[config.mk]
export PLATFORM = sky130hd
export DESIGN_NAME = rr_arbiter_8
export DESIGN_NICKNAME = d
export VERILOG_FILES = /design/src/rtl/arb_pkg.sv /design/src/rtl/rot_priority_encoder_8_3.sv /design/src/rtl/rr_arbiter_8.sv
export SDC_FILE = /design/constraint.sdc
export NUM_CORES = 1
export LEC_CHECK = 0
export CORE_MARGIN = 5
export CORE_UTILIZATION = 30
export DETAILED_ROUTE_END_ITERATION = 16
export GPL_TIMING_DRIVEN = 0
export MAX_ROUTING_LAYER = met4
export PLACE_DENSITY_LB_ADDON = 0.05
export SLEW_MARGIN = 25
export SYNTH_ARGS = -nofsm -noshare
export SYNTH_HDL_FRONTEND = slang
export SYNTH_SLANG_ARGS = --single-unit
[constraint.sdc]
create_clock -name clk -period 6.5 [get_ports clk]
set_input_delay 1.3 -clock clk [delete_from_list [all_inputs] [get_ports clk]]
set_output_delay 1.3 -clock clk [all_outputs]
set_load 0.02 [all_outputs]
[src/rtl/arb_pkg.sv]
// Shared constants and state encoding for the 8-way round-robin arbiter.
package arb_pkg;
    localparam int N_REQ        = 8;
    localparam int IDX_W        = 3;
    localparam int DEF_MAX_HOLD = 16;
    localparam int DEF_CNT_W    = 5;

    typedef enum logic {
        ARB_IDLE,
        ARB_GRANT
    } arb_state_e;
endpackage

[src/rtl/rot_priority_encoder_8_3.sv]
// MSB-first 8:3 priority encoder over a rotating window whose top slot is prio_top.
module rot_priority_encoder_8_3
    import arb_pkg::*;
(
    input  logic [N_REQ-1:0] req,
    input  logic [IDX_W-1:0] prio_top,
    output logic [IDX_W-1:0] idx,
    output logic             any
);
    logic [N_REQ-1:0] w_rot;
    logic [IDX_W-1:0] w_pos;

    // Bit j of w_rot is client prio_top+1+j, so prio_top lands on bit 7.
    always_comb begin
        w_rot = '0;
        for (int j = 0; j < N_REQ; j++)
            w_rot[j] = req[IDX_W'(j) + prio_top + IDX_W'(1)];
    end

    always_comb begin
        w_pos = '0;
        for (int j = 0; j < N_REQ; j++)
            if (w_rot[j]) w_pos = IDX_W'(j);
    end

    assign idx = prio_top + IDX_W'(1) + w_pos;
    assign any = |req;
endmodule

[src/rtl/rr_arbiter_8.sv]
// Eight-client arbiter: registered one-hot grant held until done, abandon or hold limit.
module rr_arbiter_8
    import arb_pkg::*;
#(
    parameter bit RR_EN    = 1'b1,
    parameter int MAX_HOLD = DEF_MAX_HOLD,
    parameter int CNT_W    = DEF_CNT_W
) (
    input  logic             clk,
    input  logic             rst,
    input  logic [N_REQ-1:0] req,
    input  logic             done,
    output logic [N_REQ-1:0] gnt,
    output logic [IDX_W-1:0] gnt_idx,
    output logic             gnt_valid,
    output logic             timeout
);
    arb_state_e       r_state;
    logic [N_REQ-1:0] r_gnt;
    logic [IDX_W-1:0] r_gnt_idx;
    logic             r_gnt_valid;
    logic             r_timeout;
    logic [CNT_W-1:0] r_hold_cnt;
    logic [IDX_W-1:0] r_prio_top;

    logic [IDX_W-1:0] w_pick;
    logic             w_any;
    logic             w_owner_req;
    logic             w_limit;

    rot_priority_encoder_8_3 u_enc (
        .req      (req),
        .prio_top (r_prio_top),
        .idx      (w_pick),
        .any      (w_any)
    );

    assign w_owner_req = req[r_gnt_idx];
    assign w_limit     = (MAX_HOLD != 0) && (r_hold_cnt == CNT_W'(MAX_HOLD - 1));

    always_ff @(posedge clk) begin
        if (rst) begin
            r_state     <= ARB_IDLE;
            r_gnt       <= '0;
            r_gnt_idx   <= '0;
            r_gnt_valid <= 1'b0;
            r_timeout   <= 1'b0;
            r_hold_cnt  <= '0;
            r_prio_top  <= IDX_W'(N_REQ - 1);
        end else begin
            r_timeout <= 1'b0;
            case (r_state)
                ARB_IDLE: begin
                    if (w_any) begin
                        r_gnt       <= N_REQ'(1) << w_pick;
                        r_gnt_idx   <= w_pick;
                        r_gnt_valid <= 1'b1;
                        r_hold_cnt  <= '0;
                        r_state     <= ARB_GRANT;
                        // Winner drops to lowest priority for the next round.
                        if (RR_EN) r_prio_top <= w_pick - IDX_W'(1);
                    end
                end
                ARB_GRANT: begin
                    if (done || !w_owner_req || w_limit) begin
                        r_gnt       <= '0;
                        r_gnt_idx   <= '0;
                        r_gnt_valid <= 1'b0;
                        r_state     <= ARB_IDLE;
                        // Timeout only flags a release that nothing else explains.
                        r_timeout   <= !done && w_owner_req;
                    end else begin
                        r_hold_cnt <= r_hold_cnt + CNT_W'(1);
                    end
                end
                default: r_state <= ARB_IDLE;
            endcase
        end
    end

    assign gnt       = r_gnt;
    assign gnt_idx   = r_gnt_idx;
    assign gnt_valid = r_gnt_valid;
    assign timeout   = r_timeout;
endmodule

-- Yosys cells after proc, flatten, opt, wreduce, memory -nomap -nowiden
Index checks and enable logic that the tools add are counted.
- reductions and logical operators: 10
- bitwise logic cells: 2
- multiply operators: 0
- div/mod/pow operators: 0
- mux-type cells: 38
- $add $sub $neg: 17
- $lt $le $gt $ge: 8
- eq/ne operators: 4
- shift operators: 1
- operators with widths (cell ; count):
    $lt 3x4->1 const B ; 8
    $bmux 1 s3 ; 8
    $add 3x1->3 const B ; 7
    $mux 3 ; 6
    $mux 8 ; 2
    $pmux 8 s2 ; 1
    $mux 1 ; 13
    $add 3x3->3 const A ; 4
    $mux 5 ; 2
    $pmux 5 s2 ; 1
    $reduce_or 8->1 ; 1
    $shl 1x3->8 const A ; 1
    $add 2x3->3 const A ; 2
    $pmux 3 s2 ; 1
    $reduce_and 2->1 ; 3
    $add 5x1->5 const B ; 1
    $eq 5x4->1 const B ; 1
    $mux 2 ; 2
    $ne 2x1->1 const B ; 2
    $pmux 1 s2 ; 2
    $add 1x3->3 const A ; 1
    $add 3x3->3 ; 1
    $reduce_or 3->1 ; 1
    $sub 3x1->3 const B ; 1
    5 further kinds ; 8
- logic and storage cells: 87
- register bits: 22
- output and inout port bits: 13
- memories kept: 0
- bits of input ports: 11
- bits in read-only memories: 0
- latch bits: 0
- memory bits (writable): 0

-- Logic depth before layout (Yosys ltp)
- depth after elaboration: 15
- mapped depth: 17

-- Hierarchy
Synthesis repeated with hierarchy kept, for this count alone.
- cell total of the unflattened synthesis: 177
- area, all modules: 1848.0 µm²
- modules (own cells, without submodules) (module ; instances ; area each (µm²) ; cells each):
    rr_arbiter_8 ; 1 ; 1252.5 ; 132
    rot_priority_encoder_8_3 ; 1 ; 595.6 ; 45

-- Worst setup path after synthesis
OpenSTA, ideal clock, no wires.
- path kind: in2reg
- start: in req[3]
- end: reg r_prio_top[1]
- stages: 10
- data arrival time: 3.755 ns
- setup slack: 2.625 ns
- library setup time: 0.120 ns
- buffers on the path: 1
- required time: 6.380 ns
- path through: clkbuf_1 mux4_1 mux2_2 nand2b_4 o21ba_1 fa_1 inv_1 ha_1 nor2_1 a211o_1
- cells in the longest elaborated chain, start to end: 11
- ends and longest elaborated chain (what ; line ; source):
    start: declaration ; rr_arbiter_8.sv:11 ; input logic [N_REQ-1:0] req,
    $bmux 1 s3 ; rot_priority_encoder_8_3.sv:17 ; w_rot[j] = req[IDX_W'(j) + prio_top + IDX_W'(1)];
    $mux 1 (not written as such) ; rot_priority_encoder_8_3.sv:17 ;
    $mux 1 ; rot_priority_encoder_8_3.sv:23 ; if (w_rot[j]) w_pos = IDX_W'(j);
    $mux 2 (2 in a row) ; rot_priority_encoder_8_3.sv:23 ;
    $mux 3 (4 in a row) ; rot_priority_encoder_8_3.sv:23 ;
    $add 3x3->3 ; rot_priority_encoder_8_3.sv:26 ; assign idx = prio_top + IDX_W'(1) + w_pos;
    $sub 3x1->3 ; rr_arbiter_8.sv:61 ; if (RR_EN) r_prio_top <= w_pick - IDX_W'(1);
    end signal: assignment ; rr_arbiter_8.sv:49 ; r_prio_top <= IDX_W'(N_REQ - 1);
    end signal: assignment ; rr_arbiter_8.sv:61 ;
    end: declaration ; rr_arbiter_8.sv:24 ; logic [IDX_W-1:0] r_prio_top;
Parallel ways exist; a longest one is shown, timed or not. The select of a mux whose other input is x is not followed.
A chain may end at the register's enable or synchronous reset.

-- Worst setup path after layout
- start: in req[4]
- end: reg r_prio_top[1]
The elaborated chain is that of the path after synthesis.

==> impl_metrics.yaml <==
setup_path:
  rr_endpoint: "r_prio_top[1]"
  r2r_start: "r_prio_top[1]"
  start_kind: "input pin"
  r2r_slack_ns: 2.67
  slowest_stage: "clkdlybuf4s50_1"
  worst_ep_required_time_ns: 6.66
  path_class: "in -> reg"
  cp_max_fo: 8
  cp_cell_sequence: "clkdlybuf4s50_1, mux2i_1, mux4_2, o21ai_1, a21oi_1, o22ai_1, ha_1, inv_1, fa_1, inv_1, ha_1, nor2_1, a211o_1"
  slowest_delay_ns: 0.64
  crit_buf_inv: 3
  crit_start: "req[4]"
  reg2regPathDepth: 14
  worstPathArrival_ns: 4.48
  crit_cells: 13
  cpLargestDelayFamily: "adder cells"
  cp-endpoint: "r_prio_top[1]"
  crit_path_end_kind: "flop"
yosys:
  synth_warnings: 0
  ys_ff_latch: 22
  yosysTopAreaCellShare_pct: 26.2
  postSynthAreaPerCell_um2: 10.9
  synth.cell_area_um2: 1680
  seq_area_frac_synth_pct: 26.2
  synthDistinctLibCells: 47
  async_flop_share_pct: 0
  synth_fp_nets: 178
  yosysTopAreaCell: "dfxtp_1"
  synthTopCellsByArea: "dfxtp_1 26%, mux2i_1 14%, mux4_2 11%"
  netlist_instances: 155
  synthFlopType: "dfxtp_1"
  synth_edf_count: 0
floorplan:
  fp.dieW_um: 84.9
  rows: 27
  core-area_um2: 5470
  dieArea_um2: 7210
  fp.dieH_um: 84.9
  initial_utilization_pct: 30.8
  ioPinCount: 24
clock_tree:
  clk_pin_slew_ns: 0.08
  numCtsBuffers: 3
  cts_tree: "built"
  cts_setup_buffers: 0
  cts_sinks: 22
  clk_latency_ns: 0.26
  cts_max_level: 1
  cts_resized: 0
  cts_buffer_depth: 2
  hold_buffers: 0
  cts_root_buffer: "clkbuf_8"
grt:
  grt_pass1_vias: 1326
  grt_usage_pct: 11.9
  grt_max_degree: 13
  antenna_found_initial: 0
  grt-ovfl-total: 0
  grt_pass1_wl_um: 6750
worst_hold_path:
  hp-class: "reg -> reg"
  holdPathStages: 1
sta:
  fin_setup_tns_ns: 0
  fin_hold_ws_ns: 0.472
  finalHoldViolations: 0
  setup_viol: 0
  worstMarginPinSlew_ns: 0.640
  slew_headroom_pct: 57.2
  period_share_pct: 66.5
  max_clock_freq_mhz: 231
  clock-skew-final_ns: 0.00205
  drv_slew: 0
  rsz0062_at_grt: "no"
  min_period_ns: 4.32
power:
  power_per_cell_area_nw_per_um2: 578
  vdd_drop_max_v: 0.000248
  p_leak_uw: 0.000809
routing:
  routed_wirelength_um: 3970
  vias_per_cell: 5.15
  post_drt_wl_per_cell_um: 15.9
  drtAntennaViolNets: 0
  drc: 0
  first_pass_iters: 4
  drtIter0Drc: 67
  routed-via-count: 1288
placement:
  dp_hpwl_um: 3130
  io_buffers: 19
  gp_congestion: 0.802
cells_and_area:
  fill_cells: 576
  drive_above_1_share_pct: 18.0
  n_antenna_cell: 0
  nets: 202
  area_growth_pct: 19.9
flow_run:
  maxCapViolCount: 0
outcome:
  status: "finished, final reports clean"
[final cells by class]
type                    count  area, µm²  share of cell area (%)
inverters                   7       26.3                    1.30
multi-input cells         116       1160                    57.6
well taps                  72       90.1                    4.46
clock buffers               4       55.1                    2.73
repair buffers             19        190                    9.42
flip-flops and latches     22        440                    21.8
plain buffers              10       55.1                    2.73
[sequential cells by signal (all words and copies together), names as in the netlist]
signal / flops
gnt: 8
r_prio_top: 3
gnt_idx: 3
r_state: 1
timeout: 1
r_hold_cnt: 5
gnt_valid: 1
[where the power goes]
group	total [µW]	switching [µW]	internal, µW
Clock	97.8	43.8	54.0
Sequential	200	27.7	173
Combinational	869	449	420
Total	1170	520	647
[cells in the final DEF (no fill, tap or decap), drive strengths merged, types with 2 or more instances in the layout]
cell type / synthesis / layout
mux2i: 23 / 23
dfxtp: 22 / 22
clkdlybuf4s50: 0 / 19
ha: 11 / 11
mux4: 10 / 10
nor2: 10 / 10
a32o: 8 / 8
clkbuf: 4 / 8
inv: 7 / 7
buf: 6 / 6
a21oi: 5 / 5
nand2: 5 / 5
xor2: 5 / 5
nor2b: 4 / 4
mux2: 3 / 3
nor4: 3 / 3
o21ai: 3 / 3
nand2b: 3 / 3
and3: 2 / 2
a21o: 2 / 2
nand3: 2 / 2
a31oi: 2 / 2
xnor2: 2 / 2
nor3: 2 / 2
[synthesized netlist by cell type (3+ instances only)]
cell / number
mux2i_1: 23
dfxtp_1: 22
ha_1: 11
a32o_1: 8
mux4_2: 8
nor2_1: 8
inv_1: 6
a21oi_1: 5
nand2_1: 5
buf_2: 4
nor2b_1: 4
clkbuf_1: 3
mux2_2: 3
nor4_1: 3
xor2_1: 3
[how the worst min path moves through the flow]
stage / startpoint / endpoint / slack (ns)
after floorplan: r_hold_cnt[3] / r_hold_cnt[3] / 0.45
after global placement: gnt[0] / gnt[0] / 0.45
after detailed placement: gnt[7] / gnt[7] / 0.46
after CTS: gnt[6] / gnt[6] / 0.48
after global routing: gnt[0] / gnt[0] / 0.49
final: gnt[6] / gnt[6] / 0.47
[worst register-to-register path: cells and delay by family (launching register included)]
kind                     cells  cell delay (ns)
adder cells (fa/ha/maj)      4             1.30
AO/OA/AOI/OAI                4             0.63
multiplexers                 1             0.54
AND/OR/NAND/NOR              1             0.04
flip-flops                   1             0.41
buffers and inverters        2             0.14
XOR/XNOR                     2             0.68
[cells by family after synthesis]
logic type               share of synthesized area, %
buffers and inverters                            4.83
AO/OA/AOI/OAI                                    12.4
flip-flops                                       26.2
XOR/XNOR                                         6.39
adder cells (fa/ha/maj)                          9.36
multiplexers                                     29.5
AND/OR/NAND/NOR                                  11.4
[per-stage QoR]
step                setup WS [ns]  utilization [%]  area (µm²)  power, µW  instances
finish                       2.18             36.9        2020       1170        250
global route                 2.07             36.9        2020       1270        250
global placement             1.92             35.9        1960       1080        246
floorplan                    2.63                -        1680        875        155
CTS                          2.19             36.9        2020       1190        250
detailed placement           1.91             35.9        1960       1090        246
[layer usage]
layer	vias up	GRT usage [%]	wire (µm)
met3	4	2.82	137
met2	24	18.2	1910
met4	0	2.30	24
li1	632	-	-
met5	-	-	0
met1	628	16.1	1890
Note: power is estimated with default switching activity, not from simulation.
